--- config.mk ---
export PLATFORM = sky130hd
export DESIGN_NAME = fifo_uart_tx_flat
export DESIGN_NICKNAME = d
export VERILOG_FILES = /design/src/rtl/uart_pkg.sv /design/src/rtl/fifo_uart_tx_if.sv /design/src/rtl/uart_bit_timer.sv /design/src/rtl/fifo_uart_tx.sv /design/src/flat_wrapper.sv
export SDC_FILE = /design/constraint.sdc
export NUM_CORES = 1
export LEC_CHECK = 0
export BUFFER_PORTS_ARGS = -buffer_cell sky130_fd_sc_hd__buf_4
export CORE_ASPECT_RATIO = 0.8
export CORE_MARGIN = 8
export CORE_UTILIZATION = 35
export CTS_CLUSTER_DIAMETER = 80
export DETAILED_ROUTE_END_ITERATION = 16
export GPL_ROUTABILITY_DRIVEN = 1
export SLEW_MARGIN = 30
export SYNTH_ARGS = -nofsm -noshare
export SYNTH_HDL_FRONTEND = slang
export SYNTH_SLANG_ARGS = --single-unit
--- constraint.sdc ---
create_clock -name clk -period 4.25 [get_ports clk]
set_input_delay 0.85 -clock clk [delete_from_list [all_inputs] [get_ports clk]]
set_output_delay 0.85 -clock clk [all_outputs]
set_load 0.1 [all_outputs]
--- src/rtl/uart_pkg.sv ---
// Shared UART definitions.
// Holds the transmit FSM state type, the parity-sense constants, the default
// baud divisor, the byte type and the parity helper. The transmit stage uses
// it now, and the planned receive stage will use it too.
package uart_pkg;

  // Transmit FSM states, in frame order
  typedef enum logic [2:0] {
    IDLE   = 3'd0,
    POP    = 3'd1,
    LOAD   = 3'd2,
    START  = 3'd3,
    DATA   = 3'd4,
    PARITY = 3'd5,
    STOP   = 3'd6
  } tx_state_t;

  typedef logic [7:0] uart_byte_t;

  localparam logic PAR_EVEN = 1'b0;
  localparam logic PAR_ODD  = 1'b1;

  // 100 MHz / 115200 baud
  localparam int DEFAULT_CLKS_PER_BIT = 868;

  // Parity bit that goes on the line: XOR of the data bits, inverted for odd sense
  function automatic logic parity_bit(input uart_byte_t data, input logic odd);
    return (^data) ^ odd;
  endfunction

endpackage

--- src/rtl/fifo_uart_tx_if.sv ---
// Handshake bundle between the byte FIFO / control logic and fifo_uart_tx.
//   enable     : permits the transmitter to start a new frame
//   fifo_empty : FIFO empty flag
//   fifo_data  : FIFO registered read data (valid the cycle after a pop)
//   fifo_rd_en : pop strobe from the transmitter
//   tx         : serial line
//   busy       : transmitter is not idle
//   tx_done    : pulse on the last cycle of the final stop bit
// master = transmitter side, slave = FIFO/control side.
interface fifo_uart_tx_if;
  logic                 enable;
  logic                 fifo_empty;
  uart_pkg::uart_byte_t fifo_data;
  logic                 fifo_rd_en;
  logic                 tx;
  logic                 busy;
  logic                 tx_done;

  modport master (
    input  enable, fifo_empty, fifo_data,
    output fifo_rd_en, tx, busy, tx_done
  );

  modport slave (
    output enable, fifo_empty, fifo_data,
    input  fifo_rd_en, tx, busy, tx_done
  );
endinterface

--- src/rtl/uart_bit_timer.sv ---
// Bit-period timer shared by the UART transmit and receive stages.
// A down-counter that load sets to CLKS_PER_BIT-1; tick is high while the
// count is zero, marking the last clock of the current bit.
//   clk, rst : clock, asynchronous active-high reset (count resets to 0)
//   load     : restart the count for a new bit
//   tick     : last cycle of the current bit period
module uart_bit_timer
  import uart_pkg::*;
#(
  parameter int CLKS_PER_BIT = DEFAULT_CLKS_PER_BIT
) (
  input  logic clk,
  input  logic rst,
  input  logic load,
  output logic tick
);
  localparam int                CNT_W  = $clog2(CLKS_PER_BIT);
  localparam logic [CNT_W-1:0] RELOAD = CNT_W'(CLKS_PER_BIT - 1);

  logic [CNT_W-1:0] cnt_r;

  // Count down to zero and hold there until reloaded
  always_ff @(posedge clk or posedge rst) begin
    if (rst) begin
      cnt_r <= {CNT_W{1'b0}};
    end else if (load) begin
      cnt_r <= RELOAD;
    end else if (cnt_r != {CNT_W{1'b0}}) begin
      cnt_r <= cnt_r - CNT_W'(1);
    end else begin
      cnt_r <= cnt_r;
    end
  end

  assign tick = (cnt_r == {CNT_W{1'b0}});

endmodule

--- src/rtl/fifo_uart_tx.sv ---
// UART transmit stage that drains a byte FIFO.
// Pops one byte per frame and sends start bit, 8 data bits LSB first,
// optional parity bit and 1 or 2 stop bits.
//   clk, rst : clock, asynchronous active-high reset
//   bus      : fifo_uart_tx_if master (enable, fifo_empty, fifo_data in;
//              fifo_rd_en, tx, busy, tx_done out)
// Outputs depend only on registers, so enable/fifo_empty never reach an
// output combinationally.
module fifo_uart_tx
  import uart_pkg::*;
#(
  parameter int CLKS_PER_BIT = DEFAULT_CLKS_PER_BIT,
  parameter bit PARITY_EN    = 1'b0,
  parameter bit PARITY_ODD   = PAR_EVEN,
  parameter int STOP_BITS    = 1
) (
  input  logic           clk,
  input  logic           rst,
  fifo_uart_tx_if.master bus
);
  tx_state_t  state_r, state_s;
  logic [2:0] bit_idx_r, bit_idx_s;
  uart_byte_t shift_r, shift_s;
  logic       parity_r, parity_s;
  logic       stop_cnt_r, stop_cnt_s;
  logic       tx_r, tx_s;
  logic       load_s, tick_s, stop_last_s, start_ok_s;

  // fifo_empty is only looked at in IDLE and in the final STOP cycle, and
  // POP always follows one of those, so a pop never hits an empty FIFO.
  assign start_ok_s  = bus.enable & ~bus.fifo_empty;
  assign stop_last_s = (stop_cnt_r == 1'(STOP_BITS - 1));

  uart_bit_timer #(.CLKS_PER_BIT(CLKS_PER_BIT)) u_bit_timer (
    .clk  (clk),
    .rst  (rst),
    .load (load_s),
    .tick (tick_s)
  );

  // Next-state, datapath and bit-timer reload decisions
  always_comb begin
    state_s    = state_r;
    bit_idx_s  = bit_idx_r;
    shift_s    = shift_r;
    parity_s   = parity_r;
    stop_cnt_s = stop_cnt_r;
    load_s     = 1'b0;
    case (state_r)
      IDLE: begin
        if (start_ok_s) state_s = POP;
        else            state_s = IDLE;
      end
      POP: state_s = LOAD;
      LOAD: begin
        shift_s    = bus.fifo_data;
        parity_s   = parity_bit(bus.fifo_data, PARITY_ODD ? PAR_ODD : PAR_EVEN);
        bit_idx_s  = 3'd0;
        stop_cnt_s = 1'b0;
        load_s     = 1'b1;
        state_s    = START;
      end
      START: begin
        if (tick_s) begin
          load_s  = 1'b1;
          state_s = DATA;
        end else begin
          state_s = START;
        end
      end
      DATA: begin
        if (tick_s) begin
          load_s    = 1'b1;
          shift_s   = {1'b0, shift_r[7:1]};
          bit_idx_s = bit_idx_r + 3'd1;  // wraps 7 -> 0 on exit
          if (bit_idx_r == 3'd7) state_s = PARITY_EN ? PARITY : STOP;
          else                   state_s = DATA;
        end else begin
          state_s = DATA;
        end
      end
      PARITY: begin
        if (tick_s) begin
          load_s  = 1'b1;
          state_s = STOP;
        end else begin
          state_s = PARITY;
        end
      end
      STOP: begin
        if (tick_s && stop_last_s) begin
          if (start_ok_s) state_s = POP;
          else            state_s = IDLE;
        end else if (tick_s) begin
          load_s     = 1'b1;
          stop_cnt_s = stop_cnt_r + 1'b1;
          state_s    = STOP;
        end else begin
          state_s = STOP;
        end
      end
      default: state_s = IDLE;
    endcase
  end

  // Line level for the cycle being entered, so tx is a plain flop output
  always_comb begin
    tx_s = 1'b1;
    case (state_s)
      START:   tx_s = 1'b0;
      DATA:    tx_s = shift_s[0];
      PARITY:  tx_s = parity_s;
      default: tx_s = 1'b1;
    endcase
  end

  // State and datapath registers; reset drives the line high at once
  always_ff @(posedge clk or posedge rst) begin
    if (rst) begin
      state_r    <= IDLE;
      bit_idx_r  <= 3'd0;
      shift_r    <= 8'h00;
      parity_r   <= 1'b0;
      stop_cnt_r <= 1'b0;
      tx_r       <= 1'b1;
    end else begin
      state_r    <= state_s;
      bit_idx_r  <= bit_idx_s;
      shift_r    <= shift_s;
      parity_r   <= parity_s;
      stop_cnt_r <= stop_cnt_s;
      tx_r       <= tx_s;
    end
  end

  assign bus.tx         = tx_r;
  assign bus.fifo_rd_en = (state_r == POP);
  assign bus.busy       = (state_r != IDLE);
  assign bus.tx_done    = (state_r == STOP) & tick_s & stop_last_s;

endmodule

--- src/flat_wrapper.sv ---
// flat-port wrapper written by rule: the top's interface ports become plain ports
module fifo_uart_tx_flat import uart_pkg::*;
#(
  parameter int CLKS_PER_BIT = DEFAULT_CLKS_PER_BIT,
  parameter bit PARITY_EN    = 1'b0,
  parameter bit PARITY_ODD   = PAR_EVEN,
  parameter int STOP_BITS    = 1
)
  (clk, rst, bus_enable, bus_fifo_empty, bus_fifo_data, bus_fifo_rd_en, bus_tx, bus_busy, bus_tx_done);
  fifo_uart_tx_if bus_i ();
  input  logic clk;
  input  logic rst;
  input wire logic [$bits(bus_i.enable)-1:0] bus_enable;
  input wire logic [$bits(bus_i.fifo_empty)-1:0] bus_fifo_empty;
  input wire logic [$bits(bus_i.fifo_data)-1:0] bus_fifo_data;
  output wire logic [$bits(bus_i.fifo_rd_en)-1:0] bus_fifo_rd_en;
  output wire logic [$bits(bus_i.tx)-1:0] bus_tx;
  output wire logic [$bits(bus_i.busy)-1:0] bus_busy;
  output wire logic [$bits(bus_i.tx_done)-1:0] bus_tx_done;
  assign bus_i.enable = bus_enable;
  assign bus_i.fifo_empty = bus_fifo_empty;
  assign bus_i.fifo_data = bus_fifo_data;
  assign bus_fifo_rd_en = bus_i.fifo_rd_en;
  assign bus_tx = bus_i.tx;
  assign bus_busy = bus_i.busy;
  assign bus_tx_done = bus_i.tx_done;
  fifo_uart_tx #(.CLKS_PER_BIT(CLKS_PER_BIT), .PARITY_EN(PARITY_EN), .PARITY_ODD(PARITY_ODD), .STOP_BITS(STOP_BITS)) u_core (.clk(clk), .rst(rst), .bus(bus_i));
endmodule
---- Word level (Yosys, flattened, before mapping) ----
Cells that the tools add are included.
storage, ports and cells
  bits in registers ....................... 27
  input port bits ......................... 12
  output and inout port bits .............. 4
  word-level logic and storage cells ...... 62
operators by class
  add/subtract/negate cells ............... 3
  eq/ne operators ......................... 13
  multiplexer cells ....................... 21
  bitwise gates (word level) .............. 5
  reduce and logical (&&, ||, !) cells .... 12
operators with widths
  operator                                                                  count
  3-bit one-hot mux with 7 select lines                                     1
  10-bit two-way mux                                                        2
  3-bit equality test (second input constant)                               6
  8-bit one-hot mux with 2 select lines                                     1
  10-bit logical NOT                                                        1
  10-bit nonzero test                                                       1
  10-bit by 1-bit subtractor with 10-bit output (second input constant)     1
  3-bit by 2-bit equality test with 1-bit output (second input constant)    3
  3-bit two-way mux                                                         3
  8-bit two-way mux                                                         1
  8-bit XOR reduction                                                       1
  1-bit two-way mux                                                         6
  2-bit two-way mux                                                         3
  1-bit one-hot mux with 3 select lines                                     2
  3-bit one-hot mux with 2 select lines                                     1
  2-bit nonzero test                                                        3
  2-bit by 1-bit inequality test with 1-bit output (second input constant)  2
  3-bit by 1-bit adder with 3-bit output (second input constant)            1
  1-bit bitwise AND                                                         3
  3-bit by 1-bit equality test with 1-bit output (second input constant)    1
  3-bit logical NOT                                                         1
  3-bit AND reduction                                                       1
  3-bit nonzero test                                                        1
  3-bit OR reduction                                                        1
  6 further kinds                                                           7

---- Depth between registers and ports, before layout ----
  depth in word-level cells ............... 7
  gate-level depth with buffers ........... 8
  mapped depth without buffers ............ 7

---- Hierarchy ----
From an unflattened synthesis, not the netlist that was laid out.
unflattened totals
  cell total of the unflattened synthesis .. 153
  area total of the unflattened synthesis .. 1,515.2 µm²
by module, submodules not included
  module          times used  cells each  area each (µm²)  seq. area each (µm²)
  fifo_uart_tx    1           94          959.7            426.7
  uart_bit_timer  1           59          555.5            250.2

---- Worst setup path after synthesis ----
No wires, ideal clock.
  path type ............................... reg-to-output
  start ................................... reg u_core.u_bit_timer.cnt_r[0]
  end ..................................... out bus_tx_done
  arrival time ............................ 2.035 ns
  data required time ...................... 3.400 ns
  setup slack ............................. 1.365 ns
  cell stages (with the launch flop) ...... 6
  buffers on the path ..................... 0
  cells stage by stage .................... dfrtp_1 inv_1 ha_1 nor3b_4 and4_4 and3_1
between the ends
  longest elaborated chain between the ends .. 3
RTL lines
  what                            line                  source
  from (decl)                     uart_bit_timer.sv:20  logic [CNT_W-1:0] cnt_r;
  from (signal assigned)          uart_bit_timer.sv:25  cnt_r <= {CNT_W{1'b0}};
  from (signal assigned)          uart_bit_timer.sv:29  cnt_r <= cnt_r - CNT_W'(1);
  from (signal assigned)          uart_bit_timer.sv:31  cnt_r <= cnt_r;
  10-bit logical NOT              uart_bit_timer.sv:35  assign tick = (cnt_r == {CNT_W{1'b0}});
  1-bit bitwise AND (2 in a row)  fifo_uart_tx.sv:139   assign bus.tx_done = (state_r == STOP) & tick_s & stop_last_s;
  to (decl)                       flat_wrapper.sv:19    output wire logic [$bits(bus_i.tx_done)-1:0] bus_tx_done;
Every way passes these cells.

---- Final worst setup path ----
Ends and elaborated chain as after synthesis.

==> results.md <==
* Most Crowded Layer GR: met2
* Setup repair after global routing missed its margin: false
* Initial DRT Pass Iterations at 4
* Total Nets Final at 190
* Total via count in the routed design at 1176
* Drt via density at 5.091
* Critical path arrival at approximately 2100 ps
* Min-Delay Path Class: reg2reg
* GP Congestion at 0.7828
* Clock Latency Late Sink at 270 ps
* Final period utilization at 70.37%
* Cell Int Power at ~350 µW
* Row Count at 21
* Core Util, Final at between 40 and 50%
* Worst clock skew at 1.798 ps
* Maximum fanout count along the critical path at 10
* Cell area power density at 263.6 nW/µm²
* Largest net degree at the start of global routing at 28
* Max-slew violations at 0
* Kind of end point of the critical path: output pin
* Total of warnings raised by yosys at 0
* Worst setup path class: reg2out
* H-tree level count at 1
* DRT antenna net count at 0
* Crit path time final at roughly 3000 ps
* Clock transition at the registers of the reported paths at 90 ps
* Floorplan die area at 6668 µm²
* Total Negative Setup Slacks at 0 ps
* Switching part of the total at 22.54%
* Ordered list of cells on the worst path: inv_1 -> ha_1 -> nor3b_4 -> and4_4 -> and3_1 -> buf_4
* Summed area of non-filler cells in the final layout at 1707 µm²
* Post-DR wirelength/cell at between 10 and 15 µm
* Share of post-route cells with drive strength above 1 at 16.09%
* First-iteration detailed-routing DRC count at 51
* Avg Inst Size Synth at a little over 9 µm²
* Post-synthesis sequential area ratio at 44.97%
* Met1 usage at 14.14%
* TritonCTS clock tree: yes
* Highest ir drop seen on vdd at roughly 140 µV
* Initial Util at around 36%
* Sinks on the clock net at 27
* Slowest cell on the critical path: sky130_fd_sc_hd__dfrtp_1
* Width of the die at 89.32 µm
* Max-cap viol count at 0
* HPWL reported at the end of detailed placement at 2.444 mm
* Setup violators final at 0
* Required time of the critical path at 3400 ps
* Final-report hold violation count at 0
* GRT Overall Usage at 10.45%
* Standard cell area after detailed placement at 1658 µm²
* Worst-margin pin slew at 739.4 ps
* Synthesized netlist cell count at approximately 160
* Number of antenna violations at the first check in global routing at 0
* Worst slew margin relative to its limit at between 50% and 60%
* Static Leak at around 0.7 nW
* Count of port buffers added during placement at 15
* Portion of total power attributed to the clock network at 32.8%
* Maximum single-stage delay on the critical path at 420 ps
* Remaining design rule violation count at 0
* CP startpoint kind: register
* CTS buffer count at 3
* Run status: finished clean
* Count of cell types in the netlist at 44
* Comb pwr share at 7.8%
* Antenna cell count at 0
* Number of buffers and inverters on the critical path at 2
* CTS Buffer Depth at 2
* Syn Nets at between 150 and 200
* Met2 Use GR at 16.41%
* Number of I/O pins at 16
* P&R area growth vs syn at 13.38%
* First-pass GRT wire length at 5.416 mm
* Netlist Area Pre-Place at 1505 µm²
* Flop pwr share at between 50% and 60%
* Final wirelength at 3.194 mm
* Number of flip-flops and latches in the synthesized netlist at 27
* Hold buffers post-CTS at 0
* Met3 track demand over resource in global routing at about 1.1%
* Top delay family on crit path: simple AND/OR/NAND/NOR gates
* Post-cts resize count at 0
* P_sw at between 100 and 150 µW
* Clock tree root buffer cell: sky130_fd_sc_hd__clkbuf_8
* Number of global-route vias before repair at between 1k and 1.5k
* Floorplan core area at 4151 µm²
* Achievable clock frequency at 334.4 MHz
* Number of setup buffers added after CTS at 0
* Total congestion overflow at 0
* Height of the die at around 75 µm
[Yosys cell counts (all sizes together)]
cell,instances,area (µm²)
nor2,11,41.29
o211ai,1,7.510
nand3b,2,15.01
nor3,5,25.02
dfrtp,26,650.6
nand4b,2,17.52
nor4,2,27.53
a211oi,2,15.01
nand2b,4,25.02
or4,1,7.510
nand3,3,20.02
a21oi,9,45.04
buf,5,27.53
inv,8,30.03
and3,3,18.77
o21a,2,15.01
and4,2,20.02
nor2b,1,6.260
or2,1,6.260
dfstp,1,26.28
xnor2,9,78.83
o21ai,9,48.79
o2bb2ai,1,15.01
nor3b,2,26.28
mux2,1,11.26
a32oi,1,8.760
a22oi,6,45.04
xor2,3,26.28
o31ai,1,7.510
or3,1,6.260
clkbuf,1,3.750
nand2,28,105.1
a211o,1,8.760
a22o,1,8.760
a32o,1,10.01
ha,3,37.54
a311o,1,10.01
[kinds of logic after synthesis]
group | after synthesis | synth area share (%)
buffers and inverters | 14 | 4.073
flip-flops | 27 | 44.97
XOR/XNOR | 12 | 6.983
AO/OA/AOI/OAI | 36 | 16.29
AND/OR/NAND/NOR | 68 | 24.44
multiplexers | 1 | 0.7481
adder cells (fa/ha/maj) | 3 | 2.494
[cell type report]
class | instances | area [µm²]
Sequential cell | 27 | 676.9
Fill cell | 424 | 2445
Clock inverter | 1 | 7.507
Timing Repair Buffer | 15 | 112.6
Tap cell | 57 | 71.32
Inverter | 8 | 30.03
Multi-Input combinational cell | 120 | 767.0
Clock buffer | 3 | 41.29
[sequential cells by signal, indices dropped and copies added (netlist names)]
name and flops:
u_core.bit_idx_r 3, u_core.parity_r 1, u_core.state_r 3, u_core.stop_cnt_r 1, u_core.u_bit_timer.cnt_r 10, u_core.bus.tx 1, u_core.shift_r 8
[path summary, 6_finish.rpt]
path                                        to                         from  cells after the start  slack, ps
min reg2reg                  u_core.shift_r[4]            u_core.shift_r[4]                      2        490
max reg2reg                u_core.bit_idx_r[0]  u_core.u_bit_timer.cnt_r[0]                      6       1870
min in group asynchronous  u_core.bit_idx_r[2]                          rst                      2        620
min                          u_core.shift_r[4]            u_core.shift_r[4]                      2        490
max in group asynchronous        u_core.bus.tx                          rst                      2       3250
max                                bus_tx_done  u_core.u_bit_timer.cnt_r[0]                      6       1260
[cells in the final DEF (no fill, tap or decap), types with 2 or more instances in the layout]
master and instances:
sky130_fd_sc_hd__nand4b_1 2, sky130_fd_sc_hd__o21ai_1 3, sky130_fd_sc_hd__nand3b_1 2, sky130_fd_sc_hd__nand2b_1 4, sky130_fd_sc_hd__o21ai_0 5, sky130_fd_sc_hd__nor3_1 5, sky130_fd_sc_hd__nand3_1 2, sky130_fd_sc_hd__buf_4 15
sky130_fd_sc_hd__a21oi_1 9, sky130_fd_sc_hd__and3_1 3, sky130_fd_sc_hd__nand2_1 28, sky130_fd_sc_hd__nor2_1 11, sky130_fd_sc_hd__inv_1 7, sky130_fd_sc_hd__xor2_1 3, sky130_fd_sc_hd__a211oi_1 2, sky130_fd_sc_hd__clkbuf_8 3
sky130_fd_sc_hd__a22oi_1 6, sky130_fd_sc_hd__o21a_1 2, sky130_fd_sc_hd__dfrtp_1 26, sky130_fd_sc_hd__xnor2_1 9, sky130_fd_sc_hd__ha_1 3
[metrics by stage]
| stage | power, mW | hold slack, ps | worst slack [ps] | std cells |
|---|---|---|---|---|
| finish | 0.4499 | 488.2 | 1259 | 231 |
| global route | 0.4699 | 497.0 | 1148 | 231 |
| CTS | 0.4557 | 489.9 | 1268 | 231 |
| detailed placement | 0.3087 | 466.2 | 1590 | 227 |
| global placement | 0.3073 | 461.0 | 1637 | 227 |
| floorplan | 0.2940 | 446.8 | 1365 | 161 |
[power by group through the flow]
stage / clock network, mW / registers (mW) / logic, mW
after floorplan: 0 / 0.272 / 0.0224
after detailed placement: 0 / 0.272 / 0.0364
final: 0.147 / 0.267 / 0.0353
after CTS: 0.152 / 0.267 / 0.0366
after global routing: 0.163 / 0.268 / 0.0394
after global placement: 0 / 0.272 / 0.0352
[layer usage]
layer  routed length [µm]  share of wire [%]  up-vias
li1                     -                  -      593
met1                 1591                 50      573
met2                 1522                 48        8
met3                   42                1.3        2
met4                   38                1.2        0
met5                    0                  0        -
[worst register-to-register path: cells and delay by family, from the launching register on]
| family | cells | cell delay (ps) |
|---|---|---|
| and+or+nand+nor | 3 | 1230 |
| DFF | 1 | 420 |
| muxes | 1 | 340 |
| adders and majority gates | 1 | 190 |
| buffers and inverters | 1 | 110 |
No activity file was read; power rests on OpenSTA's default activity.
